--- src/rtl/router_pkg.sv ---
// Shared port numbering, sizes and types for the parameterised 2-D mesh router.
package router_pkg;
    localparam int NUM_PORTS      = 5;
    localparam int PORT_W         = 3;
    localparam int DEF_DATA_WIDTH = 32;
    localparam int DEF_FIFO_DEPTH = 8;

    typedef enum logic [PORT_W-1:0] {
        PORT_LOCAL = 3'd0,
        PORT_EAST  = 3'd1,
        PORT_WEST  = 3'd2,
        PORT_NORTH = 3'd3,
        PORT_SOUTH = 3'd4
    } port_e;
endpackage

--- src/rtl/router_mesh_param_if.sv ---
// Flit-level connection of the mesh router; every bus is flattened with port p at slice p.
interface router_mesh_param_if
    import router_pkg::*;
#(
    parameter int DATA_WIDTH = DEF_DATA_WIDTH
);
    logic [NUM_PORTS*DATA_WIDTH-1:0] in_data;
    logic [NUM_PORTS-1:0]            in_valid;
    logic [NUM_PORTS-1:0]            in_full;
    logic [NUM_PORTS*DATA_WIDTH-1:0] out_data;
    logic [NUM_PORTS-1:0]            out_valid;
    logic [NUM_PORTS-1:0]            out_full;
    logic                            err_misroute;

    modport master (
        output in_data, in_valid, out_full,
        input  in_full, out_data, out_valid, err_misroute
    );

    modport slave (
        input  in_data, in_valid, out_full,
        output in_full, out_data, out_valid, err_misroute
    );
endinterface

--- src/rtl/router_mesh_param_rr_arbiter.sv ---
// Five-way round-robin arbiter; the requester after the last winner has top priority.
module rr_arbiter
    import router_pkg::*;
(
    input  logic                 clk,
    input  logic                 rst_n,
    input  logic [NUM_PORTS-1:0] req,
    input  logic                 advance,
    output logic [NUM_PORTS-1:0] gnt
);
    localparam int SUM_W = PORT_W + 1;

    logic [PORT_W-1:0] last_r;
    logic [PORT_W-1:0] win_s;
    logic [PORT_W-1:0] idx_s;
    logic [SUM_W-1:0]  sum_s;
    logic              found_s;
    logic              hit_s;

    // Scan requesters in rotating order starting just after the last winner.
    always_comb begin
        gnt     = {NUM_PORTS{1'b0}};
        win_s   = last_r;
        found_s = 1'b0;
        hit_s   = 1'b0;
        sum_s   = {SUM_W{1'b0}};
        idx_s   = {PORT_W{1'b0}};
        for (int i = 1; i <= NUM_PORTS; i++) begin
            sum_s      = {1'b0, last_r} + SUM_W'(i);
            idx_s      = (sum_s >= SUM_W'(NUM_PORTS)) ? PORT_W'(sum_s - SUM_W'(NUM_PORTS))
                                                      : sum_s[PORT_W-1:0];
            hit_s      = advance & ~found_s & req[idx_s];
            gnt[idx_s] = gnt[idx_s] | hit_s;
            win_s      = hit_s ? idx_s : win_s;
            found_s    = found_s | hit_s;
        end
    end

    // Remember the winner; reset leaves input 0 first in line.
    always_ff @(posedge clk or negedge rst_n) begin
        if (!rst_n) begin
            last_r <= PORT_W'(NUM_PORTS - 1);
        end else if (found_s) begin
            last_r <= win_s;
        end else begin
            last_r <= last_r;
        end
    end
endmodule

--- src/rtl/router_mesh_param.sv ---
// Five-port XY mesh router: per-input FIFOs, XY route on the FIFO head, one arbiter per output.
module router_mesh_param
    import router_pkg::*;
#(
    parameter int                   DATA_WIDTH = DEF_DATA_WIDTH,
    parameter int                   FIFO_DEPTH = DEF_FIFO_DEPTH,
    parameter int                   X_BITS     = 1,
    parameter int                   Y_BITS     = 2,
    parameter int                   DST_LSB    = 0,
    parameter int                   MY_X       = 0,
    parameter int                   MY_Y       = 0,
    parameter logic [NUM_PORTS-1:0] PORT_EN    = 5'b11111
) (
    input logic                clk,
    input logic                rst_n,
    router_mesh_param_if.slave bus
);
    localparam int                PTR_W  = $clog2(FIFO_DEPTH);
    localparam int                CNT_W  = PTR_W + 1;
    localparam logic [X_BITS-1:0] MY_X_V = X_BITS'(MY_X);
    localparam logic [Y_BITS-1:0] MY_Y_V = Y_BITS'(MY_Y);

    logic [DATA_WIDTH-1:0]           mem_r     [NUM_PORTS][FIFO_DEPTH];
    logic [PTR_W-1:0]                wr_ptr_r  [NUM_PORTS];
    logic [PTR_W-1:0]                rd_ptr_r  [NUM_PORTS];
    logic [CNT_W-1:0]                cnt_r     [NUM_PORTS];
    logic [CNT_W-1:0]                cnt_nxt_s [NUM_PORTS];
    logic [NUM_PORTS-1:0]            full_r;
    logic [NUM_PORTS-1:0]            push_s;
    logic [NUM_PORTS-1:0]            pop_s;
    logic [NUM_PORTS-1:0]            avail_s;
    logic [NUM_PORTS-1:0]            misroute_s;
    logic [DATA_WIDTH-1:0]           head_s    [NUM_PORTS];
    logic [X_BITS-1:0]               dst_x_s   [NUM_PORTS];
    logic [Y_BITS-1:0]               dst_y_s   [NUM_PORTS];
    port_e                           route_s   [NUM_PORTS];
    logic [NUM_PORTS-1:0]            req_s     [NUM_PORTS];
    logic [NUM_PORTS-1:0]            gnt_s     [NUM_PORTS];
    logic [DATA_WIDTH-1:0]           sel_s     [NUM_PORTS];
    logic [NUM_PORTS*DATA_WIDTH-1:0] out_data_r;
    logic [NUM_PORTS-1:0]            out_valid_r;
    logic                            err_r;

    // Accept writes, and XY-route whatever sits at the head of each FIFO.
    always_comb begin
        for (int p = 0; p < NUM_PORTS; p++) begin
            push_s[p]  = bus.in_valid[p] & PORT_EN[p] & (cnt_r[p] != CNT_W'(FIFO_DEPTH));
            avail_s[p] = PORT_EN[p] & (cnt_r[p] != {CNT_W{1'b0}});
            head_s[p]  = mem_r[p][rd_ptr_r[p]];
            dst_x_s[p] = head_s[p][DST_LSB +: X_BITS];
            dst_y_s[p] = head_s[p][DST_LSB + X_BITS +: Y_BITS];
            if (dst_x_s[p] > MY_X_V) begin
                route_s[p] = PORT_EAST;
            end else if (dst_x_s[p] < MY_X_V) begin
                route_s[p] = PORT_WEST;
            end else if (dst_y_s[p] > MY_Y_V) begin
                route_s[p] = PORT_NORTH;
            end else if (dst_y_s[p] < MY_Y_V) begin
                route_s[p] = PORT_SOUTH;
            end else begin
                route_s[p] = PORT_LOCAL;
            end
            misroute_s[p] = avail_s[p] & ~PORT_EN[route_s[p]];
        end
    end

    // Request matrix indexed [output][input]; a head bound for a disabled port requests nothing.
    always_comb begin
        for (int o = 0; o < NUM_PORTS; o++) begin
            for (int p = 0; p < NUM_PORTS; p++) begin
                req_s[o][p] = avail_s[p] & PORT_EN[route_s[p]] & (route_s[p] == PORT_W'(o));
            end
        end
    end

    for (genvar o = 0; o < NUM_PORTS; o++) begin : g_arb
        rr_arbiter u_arb (
            .clk     (clk),
            .rst_n   (rst_n),
            .req     (req_s[o]),
            .advance (PORT_EN[o] & ~bus.out_full[o]),
            .gnt     (gnt_s[o])
        );
    end

    // Pops come from grants or misroute discards; pick the granted head for each output.
    always_comb begin
        pop_s = misroute_s;
        for (int o = 0; o < NUM_PORTS; o++) begin
            sel_s[o] = {DATA_WIDTH{1'b0}};
            for (int p = 0; p < NUM_PORTS; p++) begin
                pop_s[p] = pop_s[p] | gnt_s[o][p];
                sel_s[o] = sel_s[o] | (head_s[p] & {DATA_WIDTH{gnt_s[o][p]}});
            end
        end
        for (int p = 0; p < NUM_PORTS; p++) begin
            cnt_nxt_s[p] = cnt_r[p] + CNT_W'(push_s[p]) - CNT_W'(pop_s[p]);
        end
    end

    // FIFO pointers, occupancy and the registered full flag.
    always_ff @(posedge clk or negedge rst_n) begin
        if (!rst_n) begin
            for (int p = 0; p < NUM_PORTS; p++) begin
                wr_ptr_r[p] <= {PTR_W{1'b0}};
                rd_ptr_r[p] <= {PTR_W{1'b0}};
                cnt_r[p]    <= {CNT_W{1'b0}};
            end
            full_r <= {NUM_PORTS{1'b0}};
        end else begin
            for (int p = 0; p < NUM_PORTS; p++) begin
                wr_ptr_r[p] <= wr_ptr_r[p] + PTR_W'(push_s[p]);
                rd_ptr_r[p] <= rd_ptr_r[p] + PTR_W'(pop_s[p]);
                cnt_r[p]    <= cnt_nxt_s[p];
                full_r[p]   <= (cnt_nxt_s[p] == CNT_W'(FIFO_DEPTH));
            end
        end
    end

    // FIFO storage needs no reset: occupancy alone decides what is visible.
    always_ff @(posedge clk) begin
        for (int p = 0; p < NUM_PORTS; p++) begin
            if (push_s[p]) begin
                mem_r[p][wr_ptr_r[p]] <= bus.in_data[p*DATA_WIDTH +: DATA_WIDTH];
            end
        end
    end

    // Output stage: one-cycle valid with data forced to zero when nothing was granted.
    always_ff @(posedge clk or negedge rst_n) begin
        if (!rst_n) begin
            out_data_r  <= {(NUM_PORTS*DATA_WIDTH){1'b0}};
            out_valid_r <= {NUM_PORTS{1'b0}};
            err_r       <= 1'b0;
        end else begin
            for (int o = 0; o < NUM_PORTS; o++) begin
                out_data_r[o*DATA_WIDTH +: DATA_WIDTH] <= sel_s[o];
                out_valid_r[o]                         <= |gnt_s[o];
            end
            err_r <= |misroute_s;
        end
    end

    assign bus.in_full      = full_r | ~PORT_EN;
    assign bus.out_data     = out_data_r;
    assign bus.out_valid    = out_valid_r;
    assign bus.err_misroute = err_r;
endmodule

--- src/flat_wrapper.sv ---
// flat-port wrapper written by rule: the top's interface ports become plain ports
module router_mesh_param_flat import router_pkg::*;
#(
    parameter int                   DATA_WIDTH = DEF_DATA_WIDTH,
    parameter int                   FIFO_DEPTH = DEF_FIFO_DEPTH,
    parameter int                   X_BITS     = 1,
    parameter int                   Y_BITS     = 2,
    parameter int                   DST_LSB    = 0,
    parameter int                   MY_X       = 0,
    parameter int                   MY_Y       = 0,
    parameter logic [NUM_PORTS-1:0] PORT_EN    = 5'b11111
)
  (clk, rst_n, bus_in_data, bus_in_valid, bus_out_full, bus_in_full, bus_out_data, bus_out_valid, bus_err_misroute);
  router_mesh_param_if #(.DATA_WIDTH(DATA_WIDTH)) bus_i ();
  input logic clk;
  input logic rst_n;
  input wire logic [$bits(bus_i.in_data)-1:0] bus_in_data;
  input wire logic [$bits(bus_i.in_valid)-1:0] bus_in_valid;
  input wire logic [$bits(bus_i.out_full)-1:0] bus_out_full;
  output wire logic [$bits(bus_i.in_full)-1:0] bus_in_full;
  output wire logic [$bits(bus_i.out_data)-1:0] bus_out_data;
  output wire logic [$bits(bus_i.out_valid)-1:0] bus_out_valid;
  output wire logic [$bits(bus_i.err_misroute)-1:0] bus_err_misroute;
  assign bus_i.in_data = bus_in_data;
  assign bus_i.in_valid = bus_in_valid;
  assign bus_i.out_full = bus_out_full;
  assign bus_in_full = bus_i.in_full;
  assign bus_out_data = bus_i.out_data;
  assign bus_out_valid = bus_i.out_valid;
  assign bus_err_misroute = bus_i.err_misroute;
  router_mesh_param #(.DATA_WIDTH(DATA_WIDTH), .FIFO_DEPTH(FIFO_DEPTH), .X_BITS(X_BITS), .Y_BITS(Y_BITS), .DST_LSB(DST_LSB), .MY_X(MY_X), .MY_Y(MY_Y), .PORT_EN(PORT_EN)) u_core (.clk(clk), .rst_n(rst_n), .bus(bus_i));
endmodule
--- config.mk ---
export PLATFORM = sky130hd
export DESIGN_NAME = router_mesh_param_flat
export DESIGN_NICKNAME = d
export VERILOG_FILES = /design/src/rtl/router_pkg.sv /design/src/rtl/router_mesh_param_if.sv /design/src/rtl/router_mesh_param_rr_arbiter.sv /design/src/rtl/router_mesh_param.sv /design/src/flat_wrapper.sv
export SDC_FILE = /design/constraint.sdc
export NUM_CORES = 1
export LEC_CHECK = 0
export CELL_PAD_IN_SITES_DETAIL_PLACEMENT = 0
export CELL_PAD_IN_SITES_GLOBAL_PLACEMENT = 1
export CORE_UTILIZATION = 56
export CTS_BUF_LIST = sky130_fd_sc_hd__clkbuf_8 sky130_fd_sc_hd__clkbuf_16
export DETAILED_ROUTE_END_ITERATION = 10
export PLACE_DENSITY_LB_ADDON = 0.1
export SYNTH_ARGS = -nofsm -noshare
export SYNTH_HDL_FRONTEND = slang
export SYNTH_SLANG_ARGS = --single-unit
--- constraint.sdc ---
create_clock -name clk -period 16.5 [get_ports clk]
set_clock_uncertainty 0.05 [all_clocks]
set_input_delay 3.3 -clock clk [delete_from_list [all_inputs] [get_ports clk]]
set_output_delay 3.3 -clock clk [all_outputs]
set_load 0.02 [all_outputs]
==> summary.md <==
| Metric | Value |
|---|---|
| Largest family of logic cells by synthesized area | multiplexers |
| Vias in the first global route | 34,700 |
| Post-cts resize count | 0 |
| Final core occ | 65.7% |
| Ys Warns | 0 |
| Fin crit period | 8.42 ns |
| Routed Wire Length | 167 mm |
| First-pass GRT wire length | 241 mm |
| Initial core utilization | 56.7% |
| Overall Global Routing Usage | 30.1% |
| CTS sink count | 1,476 |
| Unrepaired setup endpoints after global routing | false |
| I/O pins | 343 |
| Most common cell on crit path | inv_1 |
| Most common cell in the netlist | edfxtp_1 |
| Failing checks | design-rule violations |
| Avg Vias per Cell | 6.41 |
| Total gr overflow | 0 |
| Top_reg_cell synth | edfxtp_1 |
| Largest net degree at the start of global routing | 128 |
| CTS Buffer Depth | 3 |
| Syn avg cell area | 17.9 sq um |
| DR DRC count | 2 |
| Crit Path Max Fanout | 23 |
| Reg2reg setup slack | 8.08 ns |
| Worst Min Path Start | u_core.wr_ptr_r[9] |
| Layout cells sized above 1 | 20.5% |
| WP buf/inv | 5 |
| Leading post-synthesis cells by instance count | edfxtp_1 (1,280), mux4_2 (312), dfrtp_1 (193), nand2_1 (149), nor2_1 (145) |
| Crit-path max cell delay | 0.93 ns |
| Clk pin slew, worst setup/hold paths | 0.06 ns |
| Synth Area in Compound Gates | 6.19% |
| Post-Place Cell Area | 0.0670 sq mm |
| Drt wl/cell | 30.7 um |
| Max H-tree Level | 4 |
| Adder-cell share of the synthesized area | 1.87% |
| Area of the multi-input gates | 0.0179 sq mm |
| Status | complete, but fails checks |
| Largest delay share family, worst path | compound AO/OA/AOI/OAI gates |
| Final setup viols | 0 |
| Critical Path End Type | flop |
| Fin Setup TNS | 0 ns |
| Area leader, netlist | edfxtp_1 |
| Num CTS Buffers | 149 |
| Synth area leaders | edfxtp_1 (62%), mux4_2 (11%), dfrtp_1 (7.8%) |
| TritonRoute pass-1 iters | 11 |
| Routability cong. | 0.881 |
| Max-capacitance violation count | 0 |
| Crit path cell chain | inv_1, ha_1, clkinv_1, a31oi_1, nor2_1, a221o_1, nor3_2, nand2_1, a311oi_1, o32ai_1, o41ai_2, o22a_1, or3_1, ha_1, inv_1, ha_1, inv_1, fa_1, inv_1, nor4b_1 |
| Critical Path Source Type | flop |
| Placeable Area | 0.109 sq mm |
| Vias | 34,900 |
| Hold Vio Cnt, Final | 0 |
| FP Rows | 121 |
| Routed Antenna Nets | 0 |
| Post-CTS setup buffers | 0 |
| XOR/XNOR share of the synthesized area | 0.452% |
| Hold buffer count at CTS | 0 |
| Register area share after synthesis | 69.9% |
| Worst-Margin Slew | 1.10 ns |
| Rel. slew slack | 24.6% |
| CTS tree | yes |
| Buffers on Ports | 306 |
| Yosys reg bits | 1,476 |
| CTS Root Cell | clkbuf_16 |
| Worst endpoint required time | 17.04 ns |
| Post-synth top area share | 62.0% |
| Critical path class | reg -> reg |
| Non-filler cells in the finished layout | 5,450 |
| Critical path launch point | u_core.g_arb[3].u_arb.last_r[0] |
| Die Ht | 335 um |
| Initial antenna violation count | 22 |
| FF+latch area | 0.0434 sq mm |
| CP arrival | 8.96 ns |
| Area growth syn-to-layout | 15.8% |
| Simple-gate area share of the yosys netlist | 4.77% |
| Placed wire-length estimate | 110 mm |
| Synth Cell Area | 0.0620 sq mm |
| Die area | 0.112 sq mm |
| Max-slew violations | 0 |
| Worst-skew pair later-pin latency | 0.76 ns |
| Mux contribution to synthesized area | 14.7% |
| Post-synthesis async set-or-reset flop share | 13.3% |
| Die Wd | 335 um |
| Post-synth EDFFs | 1,280 |
| Synth unique cells | 104 |
| RR Startpoint | u_core.g_arb[3].u_arb.last_r[0] |
| Max Fclk | 119 MHz |
| Synth Instances | 3,461 |
| DR iter-0 viols | 4,412 |
| Slowest stage cell, crit path | ha_1 |
| Hold Crit Class | reg -> reg |
| Post-route cell area | 0.0718 sq mm |
| Dpl cells | 5,169 |
| Nets | 4,104 |
| Fin crit share | 51.0% |
| Number of fill cells in the layout | 7,338 |
## path summary, 6_finish.rpt
check | endpoint | cells past startpoint
min in group asynchronous | u_core.cnt_r[7] | 1
setup / recovery | u_core.bus.in_full[3] | 20
setup reg to reg | u_core.bus.in_full[3] | 20
max in group asynchronous | u_core.rd_ptr_r[6] | 2
hold reg to reg | u_core.wr_ptr_r[9] | 1
hold / removal | u_core.wr_ptr_r[9] | 1
## placed cells by master (no fill, tap or decap), types with 72 or more instances in the layout
cell	synthesis	routed
mux4_2	312	312
ha_1	80	80
clkbuf_16	0	149
buf_4	36	72
dfrtp_1	193	181
inv_1	71	120
edfxtp_1	1280	1280
clkdlybuf4s50_1	0	305
mux2_2	129	129
nor2_1	145	115
nand2_1	149	148
## area by class of cell
type,instances,share of cell area [%]
inverters,73,0.381
clock buffers,152,5.25
well taps,1476,2.57
flip-flops and latches,1476,60.4
multi-input cells,1765,24.9
clock inverters,121,1.47
diodes,8,0.0279
repair buffers,379,5.05
## flip-flops by register name, summed over array words and instances, names as in the netlist
name / flops
u_core.g_arb.u_arb.last_r: 9
u_core.rd_ptr_r: 15
u_core.bus.out_data: 128
u_core.bus.out_valid: 4
u_core.mem_r: 1280
u_core.bus.in_full: 5
u_core.wr_ptr_r: 15
u_core.cnt_r: 20
## per-layer routing
metal / wire, um / vias to the layer above / GRT usage, %
li1: - / 14800 / -
met1: 65900 / 18200 / 41.4
met2: 82800 / 1641 / 48.9
met3: 14200 / 274 / 6.41
met4: 4200 / 22 / 8.35
met5: 132 / - / 0
## kinds of logic (layout without fill, tap and decap cells)
group,after synthesis,after routing
multiplexers,506,506
flip-flops,1476,1476
XOR/XNOR,32,32
buffers and inverters,290,725
AO/OA/AOI/OAI,480,480
AND/OR/NAND/NOR,588,588
other,1,79
adder cells (fa/ha/maj),88,88
## per-stage QoR
stage                     hold slack (ns)  setup WS [ns]
after floorplan                     0.411           9.46
after global placement              0.439           7.58
after detailed placement            0.454           7.58
after CTS                           0.467           8.12
after global routing                0.477           7.51
final                               0.464           8.08
Power is not shown: default switching activity piles up to over one toggle a cycle in this logic, so the estimate is an artifact.
